File: src/rtl/riscv_pkg.sv
// riscv_pkg: opcode constants, control-field encodings and the ID/EX control bundle
// shared by the decode-stage control unit and its main decoder.
package riscv_pkg;

    localparam logic [6:0] OP_LOAD     = 7'b0000011;
    localparam logic [6:0] OP_IMM      = 7'b0010011;
    localparam logic [6:0] OP_AUIPC    = 7'b0010111;
    localparam logic [6:0] OP_IMM_32   = 7'b0011011;
    localparam logic [6:0] OP_STORE    = 7'b0100011;
    localparam logic [6:0] OP_REG      = 7'b0110011;
    localparam logic [6:0] OP_LUI      = 7'b0110111;
    localparam logic [6:0] OP_32       = 7'b0111011;
    localparam logic [6:0] OP_BRANCH   = 7'b1100011;
    localparam logic [6:0] OP_JALR     = 7'b1100111;
    localparam logic [6:0] OP_JAL      = 7'b1101111;

    localparam logic [6:0] FUNCT7_MULDIV = 7'b0000001;

    typedef enum logic [1:0] {
        ALU_ADD    = 2'b00,
        ALU_BRANCH = 2'b01,
        ALU_FUNCT  = 2'b10,
        ALU_MULDIV = 2'b11
    } alu_op_t;

    typedef enum logic [1:0] {
        RES_ALU = 2'b00,
        RES_MEM = 2'b01,
        RES_PC4 = 2'b10,
        RES_IMM = 2'b11
    } result_src_t;

    typedef enum logic [2:0] {
        IMM_I = 3'b000,
        IMM_S = 3'b001,
        IMM_B = 3'b010,
        IMM_U = 3'b011,
        IMM_J = 3'b100
    } imm_src_t;

    typedef struct packed {
        logic        reg_write;
        logic        mem_write;
        logic        jump;
        logic        branch;
        logic        alu_src;
        logic        alu_src_a;
        alu_op_t     alu_op;
        result_src_t result_src;
        imm_src_t    imm_src;
        logic        mul_div;
        logic        word_op;
        logic        illegal;
    } ctrl_t;

    // All-zero bundle: what a bubble or a reset looks like in the E stage.
    function automatic ctrl_t ctrl_nop();
        ctrl_t c;
        c.reg_write  = 1'b0;
        c.mem_write  = 1'b0;
        c.jump       = 1'b0;
        c.branch     = 1'b0;
        c.alu_src    = 1'b0;
        c.alu_src_a  = 1'b0;
        c.alu_op     = ALU_ADD;
        c.result_src = RES_ALU;
        c.imm_src    = IMM_I;
        c.mul_div    = 1'b0;
        c.word_op    = 1'b0;
        c.illegal    = 1'b0;
        return c;
    endfunction

endpackage

File: src/rtl/decode_ctrl_pipe_main_decoder.sv
// main_decoder: purely combinational opcode/funct7 to control-bundle decode.
// Defining RV_M_EXT_EN makes funct7 0000001 on OP/OP-32 decode as mul/div instead of illegal.
module main_decoder
    import riscv_pkg::*;
#(
    parameter int XLEN = 32
)
(
    input  logic [6:0] opcode,
    input  logic [6:0] funct7,
    output ctrl_t      ctrl
);

    localparam bit WIDE = (XLEN == 64);

    logic is_md;

    always_comb begin
        ctrl  = ctrl_nop();
        is_md = (funct7 == FUNCT7_MULDIV);
        case (opcode)
            OP_REG, OP_32: begin
                ctrl.reg_write = 1'b1;
                ctrl.alu_op    = ALU_FUNCT;
                ctrl.word_op   = (opcode == OP_32);
                if (is_md) begin
`ifdef RV_M_EXT_EN
                    ctrl.mul_div = 1'b1;
                    ctrl.alu_op  = ALU_MULDIV;
`else
                    ctrl.illegal = 1'b1;
`endif
                end
                if (opcode == OP_32 && !WIDE) ctrl.illegal = 1'b1;
            end
            OP_IMM, OP_IMM_32: begin
                ctrl.reg_write = 1'b1;
                ctrl.alu_src   = 1'b1;
                ctrl.alu_op    = ALU_FUNCT;
                ctrl.imm_src   = IMM_I;
                ctrl.word_op   = (opcode == OP_IMM_32);
                if (opcode == OP_IMM_32 && !WIDE) ctrl.illegal = 1'b1;
            end
            OP_LOAD: begin
                ctrl.reg_write  = 1'b1;
                ctrl.alu_src    = 1'b1;
                ctrl.result_src = RES_MEM;
                ctrl.imm_src    = IMM_I;
            end
            OP_STORE: begin
                ctrl.mem_write = 1'b1;
                ctrl.alu_src   = 1'b1;
                ctrl.imm_src   = IMM_S;
            end
            OP_BRANCH: begin
                ctrl.branch  = 1'b1;
                ctrl.alu_op  = ALU_BRANCH;
                ctrl.imm_src = IMM_B;
            end
            OP_JALR: begin
                ctrl.reg_write  = 1'b1;
                ctrl.jump       = 1'b1;
                ctrl.alu_src    = 1'b1;
                ctrl.result_src = RES_PC4;
                ctrl.imm_src    = IMM_I;
            end
            OP_JAL: begin
                ctrl.reg_write  = 1'b1;
                ctrl.jump       = 1'b1;
                ctrl.result_src = RES_PC4;
                ctrl.imm_src    = IMM_J;
            end
            OP_LUI: begin
                ctrl.reg_write  = 1'b1;
                ctrl.result_src = RES_IMM;
                ctrl.imm_src    = IMM_U;
            end
            OP_AUIPC: begin
                ctrl.reg_write = 1'b1;
                ctrl.alu_src   = 1'b1;
                ctrl.alu_src_a = 1'b1;
                ctrl.imm_src   = IMM_U;
            end
            default: ctrl.illegal = 1'b1;
        endcase

        // An undecodable instruction must not cause any architectural side effect downstream.
        if (ctrl.illegal) begin
            ctrl         = ctrl_nop();
            ctrl.illegal = 1'b1;
        end
    end

endmodule

File: src/rtl/decode_ctrl_pipe.sv
// decode_ctrl_pipe: decode-stage control with a registered ID/EX control stage and mul/div hold-off.
// Optional M extension (MD_BUSY state and latency counter) is built when RV_M_EXT_EN is defined.
module decode_ctrl_pipe
    import riscv_pkg::*;
#(
    parameter int XLEN       = 32,
    parameter int MD_LATENCY = 4
)
(
    input  logic        clk,
    input  logic        rst_n,
    input  logic [31:0] instrD,
    input  logic        validD,
    output logic        readyD,
    input  logic        stallE,
    input  logic        flushE,
    output logic        validE,
    output logic        regWriteE,
    output logic        memWriteE,
    output logic        jumpE,
    output logic        branchE,
    output logic        aluSrcE,
    output logic        aluSrcAE,
    output logic [1:0]  aluOpE,
    output logic [1:0]  resultSrcE,
    output logic [2:0]  immSrcE,
    output logic        mulDivE,
    output logic        wordOpE,
    output logic        illegalE
);

    typedef enum logic {
        IDLE    = 1'b0,
        MD_BUSY = 1'b1
    } state_t;

    state_t state;
    ctrl_t  dec_ctrl;
    ctrl_t  e_ctrl;
    logic   e_valid;
    logic   accept;
    logic   unused_bits;

    // Register and funct3 fields carry no control information at this stage.
    assign unused_bits = ^instrD[24:7];

    main_decoder #(
        .XLEN (XLEN)
    ) u_main_decoder (
        .opcode (instrD[6:0]),
        .funct7 (instrD[31:25]),
        .ctrl   (dec_ctrl)
    );

    assign readyD = rst_n && (state == IDLE) && !stallE;
    assign accept = validD && readyD;

`ifdef RV_M_EXT_EN
    localparam int CNT_W = (MD_LATENCY > 1) ? $clog2(MD_LATENCY) : 1;
    localparam logic [CNT_W-1:0] CNT_LOAD = CNT_W'(MD_LATENCY - 1);

    logic [CNT_W-1:0] md_cnt;

    // Decode is held off while the counter runs down; it keeps counting even under stallE.
    always_ff @(posedge clk or negedge rst_n) begin
        if (!rst_n) begin
            state  <= IDLE;
            md_cnt <= '0;
        end else begin
            case (state)
                IDLE: begin
                    if (accept && !flushE && dec_ctrl.mul_div) begin
                        state  <= MD_BUSY;
                        md_cnt <= CNT_LOAD;
                    end
                end
                MD_BUSY: begin
                    if (flushE) begin
                        state  <= IDLE;
                        md_cnt <= '0;
                    end else if (md_cnt == '0) begin
                        state <= IDLE;
                    end else begin
                        md_cnt <= md_cnt - 1'b1;
                    end
                end
                default: begin
                    state  <= IDLE;
                    md_cnt <= '0;
                end
            endcase
        end
    end
`else
    localparam int unused_md_latency = MD_LATENCY;

    assign state = IDLE;
`endif

    // ID/EX control register: flush beats stall, stall beats a new instruction.
    always_ff @(posedge clk or negedge rst_n) begin
        if (!rst_n) begin
            e_valid <= 1'b0;
            e_ctrl  <= ctrl_nop();
        end else if (flushE) begin
            e_valid <= 1'b0;
            e_ctrl  <= ctrl_nop();
        end else if (stallE) begin
            e_valid <= e_valid;
            e_ctrl  <= e_ctrl;
        end else if (accept) begin
            e_valid <= 1'b1;
            e_ctrl  <= dec_ctrl;
        end else begin
            e_valid <= 1'b0;
            e_ctrl  <= ctrl_nop();
        end
    end

    assign validE     = e_valid;
    assign regWriteE  = e_ctrl.reg_write;
    assign memWriteE  = e_ctrl.mem_write;
    assign jumpE      = e_ctrl.jump;
    assign branchE    = e_ctrl.branch;
    assign aluSrcE    = e_ctrl.alu_src;
    assign aluSrcAE   = e_ctrl.alu_src_a;
    assign aluOpE     = e_ctrl.alu_op;
    assign resultSrcE = e_ctrl.result_src;
    assign immSrcE    = e_ctrl.imm_src;
    assign mulDivE    = e_ctrl.mul_div;
    assign wordOpE    = e_ctrl.word_op;
    assign illegalE   = e_ctrl.illegal;

endmodule

File: config.mk
export PLATFORM = sky130hd
export DESIGN_NAME = decode_ctrl_pipe
export DESIGN_NICKNAME = d
export VERILOG_FILES = /design/src/rtl/riscv_pkg.sv /design/src/rtl/decode_ctrl_pipe_main_decoder.sv /design/src/rtl/decode_ctrl_pipe.sv
export SDC_FILE = /design/constraint.sdc
export NUM_CORES = 1
export LEC_CHECK = 0
export BUFFER_PORTS_ARGS = -buffer_cell sky130_fd_sc_hd__buf_2
export CAP_MARGIN = 30
export CORE_ASPECT_RATIO = 0.7
export CORE_MARGIN = 2
export CORE_UTILIZATION = 42
export CTS_BUF_LIST = sky130_fd_sc_hd__clkbuf_4 sky130_fd_sc_hd__clkbuf_8
export CTS_CLUSTER_DIAMETER = 50
export DETAILED_ROUTE_END_ITERATION = 6
export GPL_TIMING_DRIVEN = 0
export HOLD_SLACK_MARGIN = 0.12
export PLACE_DENSITY = 0.8
export SYNTH_ARGS = -nofsm -noshare
export SYNTH_HDL_FRONTEND = slang
export SYNTH_SLANG_ARGS = --single-unit
File: constraint.sdc
create_clock -name clk -period 0.9 [get_ports clk]
set_clock_uncertainty 0.1 [all_clocks]
set_input_delay 0.045 -clock clk [delete_from_list [all_inputs] [get_ports clk]]
set_output_delay 0.045 -clock clk [all_outputs]
set_load 0.005 [all_outputs]
After elaboration in Yosys (flattened, before gate mapping)

Index checks and enable logic that the tools add are counted.

Bits in registers: 17
Output and inout port bits: 18
Logic and storage cells: 58

Equality and inequality tests: 13
Muxes and demuxes: 21
Reductions and logical operators: 11

Operators with widths:

| kind               | count |
|---|---|
| $mux 16            | 4 |
| $eq 7x6->1 const B | 4 |
| $eq 7x5->1 const B | 3 |
| $eq 7x7->1 const B | 3 |
| $mux 1             | 12 |
| $pmux 3 s4         | 1 |
| $reduce_or 9->1    | 1 |
| $reduce_or 2->1    | 4 |
| $eq 7x1->1 const B | 1 |
| $eq 7x2->1 const B | 1 |
| $reduce_or 7->1    | 1 |
| $pmux 2 s3         | 1 |
| $reduce_or 6->1    | 1 |
| $pmux 2 s2         | 1 |
| $reduce_or 4->1    | 1 |
| $pmux 1 s3         | 1 |
| $logic_and 1x1->1  | 2 |
| $ne 2x1->1 const B | 1 |
| $pmux 1 s2         | 1 |
| $logic_not 1->1    | 1 |

Longest topological paths before layout

Word-level depth: 8
Gate-level depth with buffers: 5
Depth with buffers taken out: 4

By module

From an unflattened synthesis, not the netlist that was laid out.

Cells, all modules: 132
Area total of the unflattened synthesis: 1121.1 sq um

By module, submodules not included:

| module           | instances | cells an instance | area each (sq um) | sequential area each (sq um) |
|---|---|---|---|---|
| decode_ctrl_pipe | 1         | 78                | 785.8             | 425.4 |
| main_decoder     | 1         | 54                | 335.3             | 0.0 |

Worst setup path after synthesis

No wires, ideal clock.

Path type: input-to-reg
Start point: input instrD[4]
End point: register e_ctrl (netlist bit illegalE)
Library setup time: 0.121 ns
Arrival: 0.895 ns
Setup slack: -0.216 ns
Stages: 5
Buffers on the path: 1
Cell sequence: buf_2 > nand2b_1 > a221oi_2 > o311ai_2 > a22o_1

Word-level cells in the longest chain between the ends: 7

Ends and longest elaborated chain:

| element                                                        | line                                | source |
|---|---|---|
| start: declaration                                             | decode_ctrl_pipe.sv:12              | `input logic [31:0] instrD,` |
| $eq 7x2->1, or another cell as far along                       | decode_ctrl_pipe_main_decoder.sv:21 | `case (opcode)` |
| $reduce_or 7->1 (no source line), or another cell as far along | -                                   |  |
| $pmux 1 s3 (*)                                                 | decode_ctrl_pipe_main_decoder.sv:21 |  |
| $mux 16 (*)                                                    | decode_ctrl_pipe_main_decoder.sv:88 | `if (ctrl.illegal) begin` |
| $mux 16 (*)                                                    | decode_ctrl_pipe.sv:111             | `end else if (accept) begin` |
| $mux 16 (*)                                                    | decode_ctrl_pipe.sv:108             | `end else if (stallE) begin` |
| $mux 16 (*)                                                    | decode_ctrl_pipe.sv:105             | `end else if (flushE) begin` |
| end signal: assignment                                         | decode_ctrl_pipe.sv:107             | `e_ctrl <= ctrl_nop();` |
| end signal: assignment                                         | decode_ctrl_pipe.sv:110             | `e_ctrl <= e_ctrl;` |
| end signal: assignment                                         | decode_ctrl_pipe.sv:113             | `e_ctrl <= dec_ctrl;` |
| end: declaration                                               | decode_ctrl_pipe.sv:39              | `ctrl_t e_ctrl;` |

Mark *: on every way between the ends. The rest lies on a longest branch, timed or not. The select of a mux whose other input is x is not followed.
A chain may end at the register's enable or synchronous reset.

Final worst setup path

Start point: register e_ctrl (netlist bit aluOpE[0])
End point: output aluOpE[0]

RTL lines:

| element                  | line                    | source |
|---|---|---|
| start signal: assignment | decode_ctrl_pipe.sv:104 | `e_ctrl <= ctrl_nop();` |
| start signal: assignment | decode_ctrl_pipe.sv:107 |  |
| start signal: assignment | decode_ctrl_pipe.sv:110 |  |
| end: declaration         | decode_ctrl_pipe.sv:24  | `output logic [1:0] aluOpE,` |

No word-level cell between the ends.

==> run_results.csv <==
group,metric,value,unit
power_and_ir_drop,clockPowerShare,0.303,
sta,worst_pin_slew,689,ps
yosys,ys_async_sr_fraction,1.00,
yosys,yosys-top-cells-count,"15 x dfrtp_1, 11 x nand2_1, 4 x nor2_1, 4 x o31ai_1",
worst_setup_path,crit_fanout,3,
yosys,ys_ff_latch,15,
layout,final_util,0.713,
placed_design,dp_hpwl,1450,µm
sta,hold_slack,-144,ps
global_route,overflow,0,
power_and_ir_drop,power.switching,0.373,mW
sta,rsz0062_at_grt,"yes",
drt,dr.pass1.iters,4,
worst_setup_path,cp.arrival,920,ps
drt,routed_wl,2300,µm
drt,dr.max_layer_used,"met4",
global_route,gr-usage-all-layers,0.192,
sta,min_period,1060,ps
clock_network,cts_buffer_depth,2,
outcome,outcome,"complete, but fails checks",
clock_network,cts_buffers,3,
power_and_ir_drop,combPwrFrac,0.206,
clock_network,cts-root-buf,"clkbuf_4",
worst_setup_path,required,750,ps
drt,wl_met3,215,µm
sta,hold_viol_final,17,
hold_path,min_path_type,"in -> async",
outcome,violations,"hold timing, setup timing",
layout,multi_input_area,533,µm²
job,maxCapViolCount,0,
global_route,grt_pass1_wl,3220,µm
power_and_ir_drop,power.density,1050,nW/µm²
drt,antenna_left,0,
sta,finalSetupViolCount,21,
yosys,yosysUniqueCellTypes,36,
power_and_ir_drop,ir_drop,1.02,mV
yosys,ys.flop_type,"dfrtp_1",
power_and_ir_drop,p_leak,0.670,nW
sta,slew_violations,0,
worst_setup_path,crit_path_max_incr_delay,410,ps
worst_setup_path,startpoint_type,"flop",
global_route,antenna_found_initial,0,
floorplanning,rows,13,
drt,via_count,843,
drt,wl_met1,1000,µm
yosys,ys_warn_count,0,
yosys,netlist_top_cells_area,"dfrtp_1 46%, nand2_1 5.0%, o31ai_1 3.6%, and4bb_1 3.0%, nand3b_1 2.7%",
layout,fillCellCount,144,
yosys,synth.top_cell.area_share,0.455,
power_and_ir_drop,finalPower,1.38,mW
placed_design,place.gp.congestion,0.815,
layout,regArea,375,µm²
yosys,seq_area_frac_synth,0.455,
floorplanning,initial_core_util,0.445,
yosys,syn-num-nets,120,
yosys,synth_top_cell_by_area,"dfrtp_1",
worst_setup_path,crit_buf_inv,2,
placed_design,pre_cts_ws,-475,ps
yosys,syn-cell-area,825,µm²
drt,routedWlPerCell,15.0,µm
clock_network,insertion_delay,280,ps
sta,period_share,1.18,
layout,final_cell_count_no_fill,153,
drt,met2_length,1070,µm
worst_setup_path,critical_path.cell_chain,"buf_6, buf_6",
sta,relSlewSlack,0.541,
power_and_ir_drop,internal_power,1.01,mW
yosys,synth-edff-count,0,
layout,largest_register_ffs,3,
layout,diodes,0,
yosys,avgSynthCellArea,9.93,µm²
worst_setup_path,endpoint_kind,"output pin",
yosys,synth.most_common_cell,"dfrtp_1",
sta,worst_slack,-164,ps
placed_design,buffer_ports.inserted,32,
global_route,grt_max_degree,16,
placed_design,dpl.cell_count,137,
layout,layout.nets,169,
clock_network,postCtsHoldBufs,1,
worst_setup_path,crit_family,"flip-flops",
worst_setup_path,path_class,"reg -> out",
floorplanning,die_x,57.0,µm
power_and_ir_drop,netSwitchingFraction,0.270,
floorplanning,chipHeight,41.1,µm
power_and_ir_drop,pwr-share-seq,0.491,
floorplanning,io_pins,55,
drt,via_per_inst,5.51,
clock_network,cts.sinks,15,
worst_setup_path,cpMostUsedCell,"buf_6",
clock_network,htree_num_levels,1,
clock_network,path_clk_slew,90,ps
layout,area_growth,60.4,%
floorplanning,core_area,1850,µm²
clock_network,cts_tree,"yes",
layout,drive_gt1_frac,0.565,
global_route,grt_pass1_vias,678,
sta,timing.fmax,0.940,GHz
drt,first_iter_violations,20,
yosys,syn_inst,83,
worst_setup_path,critPathSlowestCell,"dfrtp_1",
drt,drcViolationCount,0,
floorplanning,dieArea,2340,µm²
cell families (layout without fill, tap and decap cells):
family / Yosys count / in the layout / share of synthesized area
AND/OR/NAND/NOR: 34 / 34 / 0.235
AO/OA/AOI/OAI: 24 / 24 / 0.241
flip-flops: 15 / 15 / 0.455
buffers and inverters: 8 / 56 / 0.0501
other: 1 / 1 / 0.00455
multiplexers: 1 / 1 / 0.0137
through the flow:
stage                     TNS (ps)  area [µm²]
after floorplan               -695         888
final                        -1020        1320
after global routing         -1790        1320
after global placement       -4790        1080
after detailed placement     -5120        1080
after CTS                    -1160        1210
final timing paths:
kind	slack, ps	endpoint	start	cells after the start
max in group asynchronous	410	aluSrcE	rst_n	2
min in group clk	-70	resultSrcE[0]	instrD[3]	2
setup reg to reg	-50	aluOpE[0]	aluOpE[0]	2
hold reg to reg	390	resultSrcE[0]	resultSrcE[0]	2
setup / recovery	-160	aluOpE[0]	aluOpE[0]	2
hold / removal	-140	immSrcE[1]	rst_n	2
what timing repair did:
item / 4_1_cts / 5_1_grt
setup endpoints to repair: 25 / 36
endpoints found under the hold margin: 29 / 29
pin swaps: 6 / 7
cloned: 0 / 0
gates resized for setup: 9 / 20
buffers inserted: 7 / 4
worst register-to-register path, delay by kind of cell, from the launching register on:
family / cells / cell delay [ps]
AOI/OAI and AO/OA: 1 / 190
buffers and inverters: 1 / 140
DFF: 1 / 410
area by class of cell:
| type | instances | share of cell area |
|---|---|---|
| Clock buffer | 4 | 0.0227 |
| Multi-Input combinational cell | 60 | 0.403 |
| Inverter | 1 | 0.00473 |
| Sequential cell | 15 | 0.284 |
| Timing Repair Buffer | 44 | 0.214 |
| Tap cell | 22 | 0.0208 |
| Buffer | 7 | 0.0511 |
power by group through the flow:
stage | clock network (mW) | logic (mW) | registers, mW
final | 0.419 | 0.284 | 0.679
after global routing | 0.464 | 0.304 | 0.680
after CTS | 0.427 | 0.238 | 0.680
after detailed placement | 0 | 0.210 | 0.693
after global placement | 0 | 0.205 | 0.693
after floorplan | 0 | 0.120 | 0.694
cell usage in the layout, fill, tap and decap left out, types with 2 or more instances in the layout:
cell and count:
buf_2 27, buf_6 7, o31ai_2 2, nand3b_1 3, nand2_1 10, nor2_1 3
o21ai_1 3, o31ai_1 2, clkbuf_4 5, a21boi_1 2, buf_4 13, dfrtp_1 15
a32o_1 2, a22o_1 2
metal layers:
layer | vias to the layer above | track usage
li1 | 402 | -
met1 | 399 | 0.238
met2 | 40 | 0.328
met3 | 2 | 0.0789
met4 | 0 | 0.0349
met5 | - | 0
Power figures use the tool's default switching activity.
